### src/rtl/control_unit.sv
// control_unit: fetch/decode/execute Moore controller for the 16-bit datapath.
// Holds the PC and the operand fields of the instruction register, drives the
// synchronous instruction ROM, and decodes every datapath control from state + IR.
module control_unit #(
    parameter int PC_WIDTH = 7
) (
    input  logic                clk,
    input  logic                reset,
    input  logic [15:0]         I_data,
    output logic [PC_WIDTH-1:0] PC_addr,
    output logic                I_rd,
    output logic [7:0]          D_addr,
    output logic                D_wr,
    output logic                RF_s,
    output logic                RF_W_en,
    output logic [4:0]          RF_W_addr,
    output logic [4:0]          RF_Ra_addr,
    output logic [4:0]          RF_Rb_addr,
    output logic [2:0]          ALU_s0,
    output logic                halted,
    output logic [3:0]          state_out
);

    typedef enum logic [3:0] {
        S_INIT   = 4'd0,
        S_FETCH  = 4'd1,
        S_DECODE = 4'd2,
        S_NOOP   = 4'd3,
        S_LOAD_A = 4'd4,
        S_LOAD_B = 4'd5,
        S_STORE  = 4'd6,
        S_ADD    = 4'd7,
        S_SUB    = 4'd8,
        S_HALT   = 4'd9
    } state_t;

    localparam logic [3:0] OP_NOOP  = 4'b0000;
    localparam logic [3:0] OP_STORE = 4'b0001;
    localparam logic [3:0] OP_LOAD  = 4'b0010;
    localparam logic [3:0] OP_ADD   = 4'b0011;
    localparam logic [3:0] OP_SUB   = 4'b0100;
    localparam logic [3:0] OP_HALT  = 4'b0101;

    localparam logic [2:0] ALU_PASS = 3'd0;
    localparam logic [2:0] ALU_ADD  = 3'd1;
    localparam logic [2:0] ALU_SUB  = 3'd2;

    state_t              state;
    state_t              next_state;
    logic [PC_WIDTH-1:0] pc;
    // Only the operand bits of the instruction are kept: the opcode is already
    // captured by the execute state chosen on DECODE exit.
    logic [11:0]         ir;

    // Map an opcode to its first execute state; unused opcodes fall back to NOOP.
    function automatic state_t decode_op(input logic [3:0] op);
        case (op)
            OP_NOOP:  return S_NOOP;
            OP_STORE: return S_STORE;
            OP_LOAD:  return S_LOAD_A;
            OP_ADD:   return S_ADD;
            OP_SUB:   return S_SUB;
            OP_HALT:  return S_HALT;
            default:  return S_NOOP;
        endcase
    endfunction

    // State register; reset forces INIT immediately so writes drop at once.
    always_ff @(posedge clk or posedge reset) begin
        if (reset) begin
            state <= S_INIT;
        end else begin
            state <= next_state;
        end
    end

    // PC and IR: PC advances on FETCH exit (wrapping), IR loads on DECODE exit.
    always_ff @(posedge clk or posedge reset) begin
        if (reset) begin
            pc <= '0;
            ir <= '0;
        end else begin
            case (state)
                S_INIT: begin
                    pc <= '0;
                    ir <= '0;
                end
                S_FETCH:  pc <= pc + PC_WIDTH'(1);
                S_DECODE: ir <= I_data[11:0];
                default: ;
            endcase
        end
    end

    // Next-state logic and Moore output decode from state and IR.
    always_comb begin
        next_state = state;
        PC_addr    = pc;
        I_rd       = 1'b0;
        D_addr     = 8'h00;
        D_wr       = 1'b0;
        RF_s       = 1'b0;
        RF_W_en    = 1'b0;
        RF_W_addr  = 5'h00;
        RF_Ra_addr = 5'h00;
        RF_Rb_addr = 5'h00;
        ALU_s0     = ALU_PASS;
        halted     = 1'b0;
        state_out  = state;

        case (state)
            S_INIT: next_state = S_FETCH;
            S_FETCH: begin
                I_rd       = 1'b1;
                next_state = S_DECODE;
            end
            S_DECODE: next_state = decode_op(I_data[15:12]);
            S_NOOP:   next_state = S_FETCH;
            S_LOAD_A: begin
                // Read is issued here; the data memory returns q in LOAD_B.
                D_addr     = ir[7:0];
                next_state = S_LOAD_B;
            end
            S_LOAD_B: begin
                D_addr     = ir[7:0];
                RF_s       = 1'b1;
                RF_W_en    = 1'b1;
                RF_W_addr  = {1'b0, ir[11:8]};
                next_state = S_FETCH;
            end
            S_STORE: begin
                D_addr     = ir[11:4];
                D_wr       = 1'b1;
                RF_Ra_addr = {1'b0, ir[3:0]};
                next_state = S_FETCH;
            end
            S_ADD, S_SUB: begin
                RF_Ra_addr = {1'b0, ir[11:8]};
                RF_Rb_addr = {1'b0, ir[7:4]};
                RF_W_addr  = {1'b0, ir[3:0]};
                RF_W_en    = 1'b1;
                ALU_s0     = (state == S_ADD) ? ALU_ADD : ALU_SUB;
                next_state = S_FETCH;
            end
            S_HALT: begin
                halted     = 1'b1;
                next_state = S_HALT;
            end
            default: next_state = S_INIT;
        endcase
    end

endmodule

### config.mk
export PLATFORM = sky130hd
export DESIGN_NAME = control_unit
export DESIGN_NICKNAME = d
export VERILOG_FILES = /design/src/rtl/control_unit.sv
export SDC_FILE = /design/constraint.sdc
export NUM_CORES = 1
export LEC_CHECK = 0
export CORE_MARGIN = 5
export CORE_UTILIZATION = 44
export CTS_CLUSTER_SIZE = 10
export DETAILED_ROUTE_END_ITERATION = 10
export PLACE_DENSITY = 0.91
export SYNTH_ARGS = -nofsm -noshare
export SYNTH_HDL_FRONTEND = slang
export SYNTH_SLANG_ARGS = --single-unit
### constraint.sdc
create_clock -name clk -period 2.75 [get_ports clk]
set_input_delay 0.275 -clock clk [delete_from_list [all_inputs] [get_ports clk]]
set_output_delay 0.275 -clock clk [all_outputs]
set_load 0.005 [all_outputs]
==> impl_table.tex, run 1 <==
\begin{tabular}{lr}
\hline
Metric & Value \\
\hline
\multicolumn{2}{l}{\textbf{Status}} \\
\quad Outcome & finished, final reports clean \\
\multicolumn{2}{l}{\textbf{Worst setup path}} \\
\quad Critical path, cell by cell & nand2b\_1, nor2\_1, a22o\_1, clkdlybuf4s50\_1 \\
\quad Critical path's slowest cell & nor2\_1 \\
\quad Family with the most delay on the worst path & simple AND/OR/NAND/NOR gates \\
\quad Type of origin of the critical path & flop \\
\quad Combined buffer and inverter count along the critical path & 1 \\
\quad Crit path kind & reg -> out \\
\quad Data arrival time of the critical path & 2340 ps \\
\quad Crit-path max cell delay & 530 ps \\
\quad Crit path max fanout & 14 \\
\quad Register-to-register setup slack & 810 ps \\
\quad Endpoint class of the critical path & output pin \\
\quad Crit path required time & 2480 ps \\
\multicolumn{2}{l}{\textbf{Synthesis}} \\
\quad Register bit total from synthesis & 23 \\
\quad Main synth FF type & dfrtp\_1 \\
\quad Average cell area after synthesis & 10.00 um\^{}2 \\
\quad Number of warning messages in the yosys log & 0 \\
\quad Share of synthesized registers carrying an async set or reset & 100.0\% \\
\quad Number of standard cells after synthesis & 130 \\
\quad Synthesized area & 1300 um\^{}2 \\
\quad Post-synth EDFFs & 0 \\
\quad Portion of the post-synthesis area used by sequential elements & 44.27\% \\
\quad Synth cell types & 34 \\
\multicolumn{2}{l}{\textbf{Global routing}} \\
\quad GRT Overall Usage & 17.79\% \\
\quad Via count of the first global-routing pass & 1239 \\
\quad Antenna violations before repair & 0 \\
\quad Wire length of the first global-routing pass & 5947 um \\
\quad Pin count of the biggest net entering global routing & 24 \\
\quad Final global-route overflow total & 0 \\
\multicolumn{2}{l}{\textbf{Pwr}} \\
\quad Leakage component of the power & 0.0008259 uW \\
\quad Cell area power density & 708.1 nW/um\^{}2 \\
\quad Maximum vdd drop & 0.0004495 V \\
\quad Total power after layout & 1333 uW \\
\multicolumn{2}{l}{\textbf{Finish}} \\
\quad Footprint of the multi-input gates & 656.9 um\^{}2 \\
\quad Net total in the final layout & 201 \\
\quad P\&R area growth vs syn & 44.85\% \\
\quad Final design area excluding fillers & 1883 um\^{}2 \\
\quad Sequential cell area & 575.6 um\^{}2 \\
\quad Ratio of cells with drive above 1 in the final layout & 6.630\% \\
\quad Antenna diode instance count & 0 \\
\quad Fill cell total of the finished layout & 232 \\
\multicolumn{2}{l}{\textbf{STA}} \\
\quad Highest Clock Rate & 0.3823 GHz \\
\quad Relative slew margins & 41.96\% \\
\quad Count of endpoints failing setup in the final report & 0 \\
\quad Worst clock skew & 8.725 ps \\
\quad Number of pins exceeding their max-slew limit in the final report & 0 \\
\quad Final cycle utilization of the critical path & 95.13\% \\
\quad Fin crit period & 2616 ps \\
\quad Hold\_ws & 419.8 ps \\
\quad Final Hold Vio Count & 0 \\
\quad Unrepaired setup endpoints after global routing & no \\
\quad Fin Setup TNS & 0 ps \\
\quad Worst Max-Slew Pin Slew & 869.6 ps \\
\multicolumn{2}{l}{\textbf{Worst hold path}} \\
\quad Class of the most critical hold timing path & in -> async \\
\multicolumn{2}{l}{\textbf{Floorplanning}} \\
\quad Area of the core & 2805 um\^{}2 \\
\quad I/O pin count & 60 \\
\quad Die ar. & 4142 um\^{}2 \\
\quad Initial core utilization & 46.34\% \\
\quad Vertical die dimension & 64.36 um \\
\quad X dimension of the die & 64.36 um \\
\quad Number of placement rows & 19 \\
\multicolumn{2}{l}{\textbf{Clocking}} \\
\quad Cell at the root of the clock tree & clkbuf\_4 \\
\quad CTS tree & built \\
\quad Clk\_lat worst skew & 310 ps \\
\quad Clock Sinks & 23 \\
\quad H-tree levels & 1 \\
\quad Clock input transition at the sequential cells of the worst setup and hold paths & 130 ps \\
\quad Worst-case clock buffer depth & 2 \\
\quad Number of buffers created by CTS & 3 \\
\multicolumn{2}{l}{\textbf{Route}} \\
\quad Detailed-route DRC error count & 0 \\
\quad Count of antenna-violating nets left after detailed routing & 0 \\
\quad Initial DRT Pass Iterations & 4 \\
\quad Via total after detailed routing & 1247 \\
\quad Average via count per standard cell & 5.882 \\
\quad Total wire length & 3674 um \\
\quad Routed len/inst & 17.33 um \\
\quad Number of DRC violations after detailed-routing iteration 0 & 55 \\
\multicolumn{2}{l}{\textbf{Placement}} \\
\quad Post-detailed-placement half-perimeter wirelength & 2789 um \\
\quad Post-Place Cell Area & 1849 um\^{}2 \\
\quad I/O Buffers & 55 \\
\quad Final weighted congestion in routability-driven placement & 0.8423 \\
\multicolumn{2}{l}{\textbf{Flow run}} \\
\quad Maximum capacitance violations & 0 \\
\hline
\end{tabular}
## sequential cells by signal, summed over array words and instances (netlist names)
signal and cells:
ir 12, PC_addr 7, state_out 4
## cell type report
type | count | area share (%)
Clock buffer | 3 | 1.196
Inverter | 3 | 0.5980
Sequential cell | 23 | 30.56
Multi-Input combinational cell | 93 | 34.88
Timing Repair Buffer | 58 | 30.43
Tap cell | 31 | 2.060
Clock inverter | 1 | 0.2658
## worst paths after layout
kind / startpoint / end / depth (start not counted)
setup / recovery: state_out[3] / D_addr[6] / 4
hold / removal: reset / ir[3] / 2
setup reg to reg: state_out[3] / PC_addr[5] / 3
hold reg to reg: PC_addr[2] / PC_addr[2] / 1
max in group asynchronous: reset / PC_addr[6] / 2
min in group clk: I_data[5] / ir[5] / 2
## what timing repair did
item,CTS,global route
endpoints found under the setup margin,0,4
endpoints found under the hold margin,0,0
buffers inserted,0,0
hold buffers,0,0
gates resized for setup,0,1
## metal layers
metal	global-route usage (%)	vias up	wire, um
li1	-	592	-
met1	21.09	606	1514
met2	32.22	47	1876
met3	4.553	2	267
met4	3.958	0	17
met5	0	-	0
## synthesized netlist by cell type, types with 4 or more instances
| cell type | n | area, um^2 |
|---|---|---|
| a22o_1 | 30 | 262.8 |
| and2_1 | 4 | 25.02 |
| buf_4 | 5 | 37.54 |
| nand2_1 | 6 | 22.52 |
| dfrtp_1 | 23 | 575.6 |
| nor3_1 | 6 | 30.03 |
| clkbuf_1 | 7 | 26.28 |
| o21ai_0 | 5 | 25.02 |
## report_power, final
| part | switching, uW | leakage [uW] | total (uW) | internal, uW |
|---|---|---|---|---|
| clock | 105 | 0.0000177 | 159 | 54.4 |
| sequential | 172 | 0.000304 | 633 | 461 |
| combinational | 247 | 0.000504 | 541 | 294 |
## worst register-to-register path, delay by kind of cell, from the launching register on
kind	cells	cell delay [ps]
flops	1	520
simple gates	3	1370
## logic make-up after synthesis
| kind of cell | Yosys count | synth area share, % |
|---|---|---|
| adders and majority gates | 1 | 0.9623 |
| AOI/OAI and AO/OA | 45 | 27.62 |
| buffers and inverters | 17 | 6.545 |
| xor gates and xnor gates | 2 | 1.348 |
| muxes | 1 | 0.8662 |
| DFF | 23 | 44.27 |
| and+or+nand+nor | 40 | 18.09 |
| other | 1 | 0.2885 |
## placed cells by master, fill, tap and decap left out, drive strengths merged
master and count:
inv 3, conb 4, mux2 1, clkinv 1, nor2 3, nand3 2
nand2 6, nor2b 1, nor3 6, ha 1, or3 2, xor2 2
nor3b 2, o21ai 5, or2 1, clkdlybuf4s50 55, buf 3, clkbuf 3
a21oi 3, a221o 1, nor4b 2, or4 2, o41ai 1, nand2b 3
nand3b 1, o211ai 1, a31oi 1, a31o 1, a21o 2, dfrtp 23
and3 3, or4b 1, or3b 1, a22o 30, and2 4
## metrics by stage
stage,util (%),std cells,setup slack [ps]
detailed placement,65.92,208,504.4
finish,67.13,212,134.0
CTS,66.90,212,153.9
global route,67.13,212,23.66
floorplan,-,133,956.9
global placement,65.92,208,568.7
Power figures use the tool's default switching activity.
==> inputs of run 2 (changes only) <==
--- a/config.mk
+++ b/config.mk
@@ -7,7 +7,7 @@
 export LEC_CHECK = 0
 export CORE_MARGIN = 5
 export CORE_UTILIZATION = 44
-export CTS_CLUSTER_SIZE = 10
+export CTS_CLUSTER_SIZE = 30
 export DETAILED_ROUTE_END_ITERATION = 10
 export PLACE_DENSITY = 0.91
 export SYNTH_ARGS = -nofsm -noshare
==> results of run 2 <==
Same layout as run 1: the final DEF is identical, and so are final timing and power.
